### config.mk
export PLATFORM = sky130hd
export DESIGN_NAME = ahb_lcd_reader
export DESIGN_NICKNAME = d
export VERILOG_FILES = /design/src/rtl/ahb_lcd_pkg.sv /design/src/rtl/lcd_nibble_strobe.sv /design/src/rtl/ahb_lcd_reader.sv
export SDC_FILE = /design/constraint.sdc
export NUM_CORES = 1
export LEC_CHECK = 0
export ABC_CLOCK_PERIOD_IN_PS = 2500
export CORE_MARGIN = 1
export CORE_UTILIZATION = 36
export DETAILED_ROUTE_END_ITERATION = 8
export GPL_ROUTABILITY_DRIVEN = 1
export HOLD_SLACK_MARGIN = 0.06
export PLACE_DENSITY = 0.93
export SKIP_CTS_REPAIR_TIMING = 1
export SYNTH_ARGS = -nofsm -noshare
export SYNTH_HDL_FRONTEND = slang
export SYNTH_SLANG_ARGS = --single-unit
export TNS_END_PERCENT = 1
### constraint.sdc
create_clock -name HCLK -period 2.5 [get_ports HCLK]
set_clock_uncertainty 0.05 [all_clocks]
set_input_delay 0.5 -clock HCLK [delete_from_list [all_inputs] [get_ports HCLK]]
set_output_delay 0.5 -clock HCLK [all_outputs]
set_load 0.05 [all_outputs]
### src/rtl/ahb_lcd_pkg.sv
// Shared definitions for the AHB-Lite LCD read path.
// Contents: reader FSM state encoding, decoded offsets of the two readable
// LCD registers, AHB HTRANS codes, the decoded-request payload, and an
// offset-decode helper.
package ahb_lcd_pkg;

   localparam int unsigned HRDATA_W  = 32;
   localparam int unsigned LCD_NIB_W = 4;
   localparam int unsigned LCD_BYTE_W = 8;

   typedef enum logic [2:0] {
      ST_IDLE    = 3'd0,
      ST_SETUP   = 3'd1,
      ST_HI_HIGH = 3'd2,
      ST_GAP     = 3'd3,
      ST_LO_HIGH = 3'd4,
      ST_HOLD    = 3'd5,
      ST_ERR1    = 3'd6,
      ST_ERR2    = 3'd7
   } lcd_rd_state_e;

   localparam logic [7:0] LCD_INS_OFS = 8'h00;
   localparam logic [7:0] LCD_DAT_OFS = 8'h04;

   localparam logic [1:0] HTRANS_IDLE   = 2'b00;
   localparam logic [1:0] HTRANS_BUSY   = 2'b01;
   localparam logic [1:0] HTRANS_NONSEQ = 2'b10;
   localparam logic [1:0] HTRANS_SEQ    = 2'b11;

   // Address-phase decode of one transfer
   typedef struct packed {
      logic mapped;   // read of a readable LCD register
      logic rs;       // LCD register select for that read
   } lcd_rd_req_t;

   function automatic logic is_lcd_ofs(input logic [7:0] ofs);
      return (ofs == LCD_INS_OFS) || (ofs == LCD_DAT_OFS);
   endfunction

endpackage

### src/rtl/lcd_nibble_strobe.sv
// One LCD enable pulse of WIDTH cycles, started by start_i.
// Ports:
//   clk_i, rst_ni  - clock, async active-low reset
//   start_i        - raise E on the next edge (pulse, one cycle)
//   db_i           - DB7..DB4 from the pads
//   e_o            - registered LCD enable
//   done_o_c       - last high cycle; E falls on the coming edge
//   nib_o_c        - nibble to capture on the coming edge (valid with done_o_c)
module lcd_nibble_strobe
   import ahb_lcd_pkg::*;
#(
   parameter int unsigned WIDTH = 50,
   parameter int unsigned CNT_W = $clog2(WIDTH + 1)
) (
   input  logic                 clk_i,
   input  logic                 rst_ni,
   input  logic                 start_i,
   input  logic [LCD_NIB_W-1:0] db_i,
   output logic                 e_o,
   output logic                 done_o_c,
   output logic [LCD_NIB_W-1:0] nib_o_c
);

   logic             e_q, e_d;
   logic [CNT_W-1:0] cnt_q, cnt_d;

   // Capture happens on the same edge E falls, so the sample is the pad value now
   assign done_o_c = e_q && (cnt_q == CNT_W'(WIDTH - 1));
   assign nib_o_c  = db_i;
   assign e_o      = e_q;

   always_ff @(posedge clk_i or negedge rst_ni) begin
      if (!rst_ni) begin
         e_q   <= 1'b0;
         cnt_q <= '0;
      end else begin
         e_q   <= e_d;
         cnt_q <= cnt_d;
      end
   end

   // Pulse timer: count restarts at every start
   always_comb begin
      e_d   = e_q;
      cnt_d = cnt_q;
      if (start_i) begin
         e_d   = 1'b1;
         cnt_d = '0;
      end else if (e_q) begin
         if (done_o_c) begin
            e_d = 1'b0;
         end else begin
            cnt_d = cnt_q + CNT_W'(1);
         end
      end
   end

endmodule

### src/rtl/ahb_lcd_reader.sv
// AHB-Lite slave performing 4-bit read cycles on an ST7066U-class LCD.
// Offset 0x00 reads busy flag/address counter (RS=0), 0x04 reads data (RS=1);
// the assembled byte is returned on HRDATA[7:0].
// Ports:
//   HCLK, HRESETn                          - clock, async active-low reset
//   HSEL/HADDR/HWDATA/HWRITE/HTRANS/HREADY - AHB-Lite slave inputs
//   HRDATA/HREADYOUT/HRESP                 - AHB-Lite slave outputs
//   LCD_RS/LCD_RW/LCD_E                    - registered LCD control
//   LCD_DB_IN                              - DB7..DB4 from the pads
// Build option: define AHB_LCD_RD_ERROR_EN to answer writes and unmapped
// offsets with a two-cycle ERROR instead of a zero-wait OKAY.
module ahb_lcd_reader
   import ahb_lcd_pkg::*;
#(
   parameter int unsigned E_PULSE_CYCLES = 50,
   parameter int unsigned E_LOW_CYCLES   = 50
) (
   input  logic                 HCLK,
   input  logic                 HRESETn,
   input  logic                 HSEL,
   input  logic [31:0]          HADDR,
   input  logic [31:0]          HWDATA,
   input  logic                 HWRITE,
   input  logic [1:0]           HTRANS,
   input  logic                 HREADY,
   output logic [HRDATA_W-1:0]  HRDATA,
   output logic                 HREADYOUT,
   output logic                 HRESP,
   output logic                 LCD_RS,
   output logic                 LCD_RW,
   output logic                 LCD_E,
   input  logic [LCD_NIB_W-1:0] LCD_DB_IN
);

   localparam int unsigned CNT_MAX = (E_PULSE_CYCLES > E_LOW_CYCLES) ?
                                     E_PULSE_CYCLES : E_LOW_CYCLES;
   localparam int unsigned CNT_W   = $clog2(CNT_MAX + 1);

   lcd_rd_state_e           state_q, state_d;
   logic [CNT_W-1:0]        cnt_q, cnt_d;
   logic                    rs_q, rs_d;
   logic                    rw_q, rw_d;
   logic [LCD_NIB_W-1:0]    hi_q, hi_d;
   logic [LCD_BYTE_W-1:0]   byte_q, byte_d;
   logic                    ready_q, ready_d;
   logic                    accept_c;
   logic                    strobe_start_c;
   logic                    strobe_done_c;
   logic [LCD_NIB_W-1:0]    strobe_nib_c;
   lcd_rd_req_t             req_c;
   logic                    unused_c;

   // Only HADDR[7:0] is decoded; write data is never used
   assign unused_c = ^{HWDATA, HADDR[31:8], HTRANS[0]};

   assign accept_c = HSEL && HREADY && HTRANS[1] && (state_q == ST_IDLE);

   always_comb begin
      req_c        = '0;
      req_c.mapped = !HWRITE && is_lcd_ofs(HADDR[7:0]);
      req_c.rs     = (HADDR[7:0] == LCD_DAT_OFS);
   end

   // Single strobe reused for both nibbles
   lcd_nibble_strobe #(
      .WIDTH (E_PULSE_CYCLES),
      .CNT_W (CNT_W)
   ) u_strobe (
      .clk_i    (HCLK),
      .rst_ni   (HRESETn),
      .start_i  (strobe_start_c),
      .db_i     (LCD_DB_IN),
      .e_o      (LCD_E),
      .done_o_c (strobe_done_c),
      .nib_o_c  (strobe_nib_c)
   );

   always_ff @(posedge HCLK or negedge HRESETn) begin
      if (!HRESETn) begin
         state_q <= ST_IDLE;
         cnt_q   <= '0;
         rs_q    <= 1'b0;
         rw_q    <= 1'b0;
         hi_q    <= '0;
         byte_q  <= '0;
         ready_q <= 1'b1;
      end else begin
         state_q <= state_d;
         cnt_q   <= cnt_d;
         rs_q    <= rs_d;
         rw_q    <= rw_d;
         hi_q    <= hi_d;
         byte_q  <= byte_d;
         ready_q <= ready_d;
      end
   end

   // Read sequencer: SETUP gives tAS, HOLD gives tAH around the two E pulses
   always_comb begin
      state_d        = state_q;
      cnt_d          = cnt_q;
      rs_d           = rs_q;
      rw_d           = rw_q;
      hi_d           = hi_q;
      byte_d         = byte_q;
      strobe_start_c = 1'b0;
      case (state_q)
         ST_IDLE: begin
            if (accept_c) begin
               if (req_c.mapped) begin
                  rs_d    = req_c.rs;
                  rw_d    = 1'b1;
                  state_d = ST_SETUP;
               end else begin
                  byte_d = '0;
`ifdef AHB_LCD_RD_ERROR_EN
                  state_d = ST_ERR1;
`endif
               end
            end
         end
         ST_SETUP: begin
            strobe_start_c = 1'b1;
            state_d        = ST_HI_HIGH;
         end
         ST_HI_HIGH: begin
            if (strobe_done_c) begin
               hi_d    = strobe_nib_c;
               cnt_d   = '0;
               state_d = ST_GAP;
            end
         end
         ST_GAP: begin
            if (cnt_q == CNT_W'(E_LOW_CYCLES - 1)) begin
               strobe_start_c = 1'b1;
               state_d        = ST_LO_HIGH;
            end else begin
               cnt_d = cnt_q + CNT_W'(1);
            end
         end
         ST_LO_HIGH: begin
            if (strobe_done_c) begin
               byte_d  = {hi_q, strobe_nib_c};
               state_d = ST_HOLD;
            end
         end
         ST_HOLD: begin
            rs_d    = 1'b0;
            rw_d    = 1'b0;
            state_d = ST_IDLE;
         end
`ifdef AHB_LCD_RD_ERROR_EN
         ST_ERR1: state_d = ST_ERR2;
         ST_ERR2: state_d = ST_IDLE;
`endif
         default: state_d = ST_IDLE;
      endcase
      ready_d = (state_d == ST_IDLE) || (state_d == ST_ERR2);
   end

`ifdef AHB_LCD_RD_ERROR_EN
   logic resp_q;

   always_ff @(posedge HCLK or negedge HRESETn) begin
      if (!HRESETn) begin
         resp_q <= 1'b0;
      end else begin
         resp_q <= (state_d == ST_ERR1) || (state_d == ST_ERR2);
      end
   end

   assign HRESP = resp_q;
`else
   assign HRESP = 1'b0;
`endif

   assign HREADYOUT = ready_q;
   assign HRDATA    = {(HRDATA_W - LCD_BYTE_W)'(0), byte_q};
   assign LCD_RS    = rs_q;
   assign LCD_RW    = rw_q;

endmodule

==> results of run 1 <==
[through the flow]
step	hold slack (ns)	total power [uW]
2_1_floorplan	0.154	699
3_3_place_gp	0.426	719
3_5_place_dp	0.434	725
4_1_cts	0.448	1110
5_1_grt	0.463	1150
6_report	0.448	1100
[worst min-delay path by stage]
stage / to / startpoint / slack [ns] / depth (start not counted)
3_5_place_dp: byte_q[4] / byte_q[4] / 0.43 / 1
5_1_grt: byte_q[1] / byte_q[1] / 0.46 / 1
2_1_floorplan: LCD_RS / HRESETn / 0.15 / 0
4_1_cts: byte_q[7] / hi_q[3] / 0.45 / 1
6_report: byte_q[7] / hi_q[3] / 0.45 / 1
3_3_place_gp: byte_q[6] / hi_q[2] / 0.43 / 1
[area by class of cell]
type	count	share of cell area
multi-input combinational	127	0.388
sequential	31	0.380
timing repair buffer	32	0.153
clock buffer	6	0.0403
tap	52	0.0318
inverter	3	0.00550
clock inverter	1	0.00244
[logic make-up after synthesis]
family                   Yosys count
XOR/XNOR                           4
adder cells (fa/ha/maj)            4
AO/OA/AOI/OAI                     31
AND/OR/NAND/NOR                   55
multiplexers                       8
buffers and inverters             30
other                              1
flip-flops                        31
[per-layer routing]
metal,part of all wire,wire length [um],vias up
li1,-,-,600
met1,0.44,1390,590
met2,0.48,1520,49
met3,0.074,234,4
met4,0.012,39,0
met5,0,0,-
[state kept, by name (all words and copies together), names as in the netlist]
signal,flops
HREADYOUT,1
LCD_RW,1
u_strobe.cnt_q,6
state_q,3
u_strobe.e_o,1
hi_q,4
cnt_q,6
LCD_RS,1
byte_q,8
[synth_stat cells (all sizes together)]
cell	instances
o41ai	1
or4	1
a2bb2oi	1
and3b	2
conb	1
mux2i	3
o31ai	2
a22o	9
nand2b	4
o21bai	1
inv	3
nand4	3
nand3	3
and3	1
nand3b	2
clkbuf	1
a21oi	3
or3	1
xor2	3
dfstp	1
nand4b	1
buf	26
o21ai	9
dfrtp	30
o32a	1
mux2	5
a211oi	1
nand2	13
or3b	1
nor2	14
ha	4
a21bo	1
or2	1
o211ai	1
nor3	5
nor4	2
o21a	1
xnor2	1
and2	1
[power groups by stage]
stage / Clock [uW] / Combinational (uW) / Sequential [uW]
after CTS: 395 / 183 / 534
after detailed placement: 0 / 182 / 543
after global routing: 414 / 195 / 538
after floorplan: 0 / 152 / 547
after global placement: 0 / 178 / 542
final: 384 / 181 / 534
[worst reg2reg max path: stages (launching register included)]
cell and delay (ns):
sky130_fd_sc_hd__dfrtp_1 0.45, sky130_fd_sc_hd__ha_1 0.17, sky130_fd_sc_hd__or3b_4 0.39, sky130_fd_sc_hd__or2_4 0.27, sky130_fd_sc_hd__a211oi_4 0.36, sky130_fd_sc_hd__nand2b_1 0.16
==> run_results.csv, run 1 <==
group,metric,value,unit
run_status,run_status,"finished, violations left",
run_status,violated_checks,"DRC",
worst_setup_path,worst_r2r_dst,"u_strobe.e_o",
worst_setup_path,critical_path.max_stage_delay,0.79,ns
timing,finalWorstPathRequiredPeriod,2.13,ns
timing,timing.max_slew.rel_slack,0.545,
worst_setup_path,cp_data_arrival_time,1.58,ns
synth,synth_xor_xnor_area_share,0.0208,
floorplan,num_io_pins,112,
power,pwr-share-comb,0.165,
clock_tree,cts_tree,"built",
global_route,gr-usage-met3,0.0548,
worst_setup_path,worstPathRequired,1.95,ns
synth,post_synth_instance_area,1690,um2
timing,setup_viol_count_final,0,
detailed_routing,drt_pass1_iterations,6,
worst_setup_path,worstReg2RegStart,"cnt_q[0]",
worst_setup_path,timing.critical_path.from,"HREADYOUT",
floorplan,fp.dieW,70.5,um
final_layout,final_layout_size_suffix_gt1_frac,0.110,
final_layout,nNetsFinal,279,
worst_setup_path,endpoint,"HREADYOUT",
placement,post-dp-hpwl,2300,um
worst_setup_path,critPathCaptureType,"primary output",
detailed_routing,drt_first_iter_violations,88,
timing,fin_max_slew_vios,0,
worst_setup_path,critical_path_buf_inv_count,1,
synth,post_synthesis_cell_type_count,41,
global_route,grt_pass1_vias,1100,
floorplan,die_area,4970,um2
synth,part_of_the_yosys_area_used_for_sequential_elements,0.460,
synth,post_synthesis_mux_area_share,0.0511,
timing,timing.fmax,469,MHz
global_route,combined_global_route_utilization_of_all_metal_layers,0.137,
placement,gp_routability_congestion,0.898,
detailed_routing,route.antenna.remaining_nets,0,
synth,postSynthAreaPerCell,10.3,um2
final_layout,mostFrequentLayoutCells,"sky130_fd_sc_hd__dfrtp_1, sky130_fd_sc_hd__clkdlybuf4s50_1, sky130_fd_sc_hd__conb_1",
global_route,largest_net_degree_at_the_start_of_global_routing,32,
power,sequentialPowerShare,0.486,
final_layout,final.fill_count,397,
final_layout,area_of_the_multi_input_gates,793,um2
floorplan,rows,24,
detailed_routing,average_wire_per_cell_in_the_routed_design,12.6,um
timing,worst_slew_pin_slew,0.679,ns
worst_setup_path,cpLargestDelayFamily,"buffers and inverters",
worst_setup_path,setup.reg_to_reg.worst_slack,0.58,ns
global_route,grt.overflow.total,0,
placement,dp.cells,245,
synth,synthAdderAreaFrac,0.0297,
worst_setup_path,criticalPathCategory,"flip-flop to primary output",
timing,final.period_utilization,0.853,
synth,yosys_warnings,0,
floorplan,chipHeight,70.5,um
final_layout,final-seq-area,777,um2
synth,synth_top_family_by_area,"simple AND/OR/NAND/NOR gates",
power,cellLeakagePower,0.000911,uW
global_route,grt_first_pass_wirelength,5150,um
timing,hold_viol_final,0,
synth,post_synth_and_or_nand_nor_area_fraction,0.172,
synth,post_synthesis_compound_gate_area_fraction,0.141,
power,ir_worst_vdd,0.275,mV
global_route,antenna_found_initial,0,
clock_tree,ctsLongestPathBuffers,2,
final_layout,fin_cells,252,
worst_setup_path,cp_max_fo,1,
placement,place_area,1960,um2
placement,detailedPlace.worstSlack,0.220,ns
power,cell_internal_pwr,785,uW
power,switchingPower,315,uW
clock_tree,number_of_clock_sinks,31,
worst_setup_path,rr_worst_depth,5,
final_layout,area_growth_syn_to_layout,21.3,%
worst_setup_path,critPathSlowestCell,"sky130_fd_sc_hd__clkdlybuf4s50_1",
power,sw_frac_of_total,0.287,
worst_setup_path,timing.critical_path.cells,"clkdlybuf4s50_1",
synth,synth.ff_latch_count,31,
worst_setup_path,cp_num_cells,1,
final_layout,count_of_inserted_antenna_diode_cells,0,
clock_tree,cts_buffers,5,
synth,postSynthCellCount,164,
timing,timing.final.ws_setup,0.368,ns
detailed_routing,detail_route.wirelength,3180,um
global_route,grt_use_met2,0.217,
clock_tree,clk_latency,0.28,ns
job,max_cap_viol_count,0,
timing,timing.setup.tns,0,ns
worst_setup_path,timing.critical_path.from_type,"flip-flop",
detailed_routing,num_vias,1243,
final_layout,utilization,0.461,
final_layout,layout.cells.most_common,"sky130_fd_sc_hd__dfrtp_1",
global_route,use_met1,0.170,
synth,synthTopCellsByArea,"sky130_fd_sc_hd__dfrtp_1, sky130_fd_sc_hd__buf_4, sky130_fd_sc_hd__a22o_1",
synth,yosys.area.top_type,"sky130_fd_sc_hd__dfrtp_1",
floorplan,initial_core_util,0.380,
power,power.clock.fraction,0.349,
detailed_routing,residual_drc,14,
min_path,hp-class,"flip-flop to flip-flop",
timing,grt_setup_unrepaired,"false",
floorplan,coreArea,4440,um2
clock_tree,ctsRootBufferMaster,"sky130_fd_sc_hd__clkbuf_8",
global_route,grt_most_used_layer,"met2",
power,power_density,537,nW/um2
final_layout,final_cell_area,2050,um2
placement,place.port_buffers,29,
clock_tree,maximum_level_of_the_cts_h_tree,2,
synth,synth_top_area_frac,0.445,
clock_tree,clk_pin_slew,0.06,ns
detailed_routing,avgViaCountPerCell,4.93,
Note: power is estimated with default switching activity, not from simulation.
==> run 2, diff against run 1 <==
SLEW_MARGIN = 10   (was unset)
==> results of run 2 <==
Same layout as run 1: the final DEF is identical, and so are final timing and power.
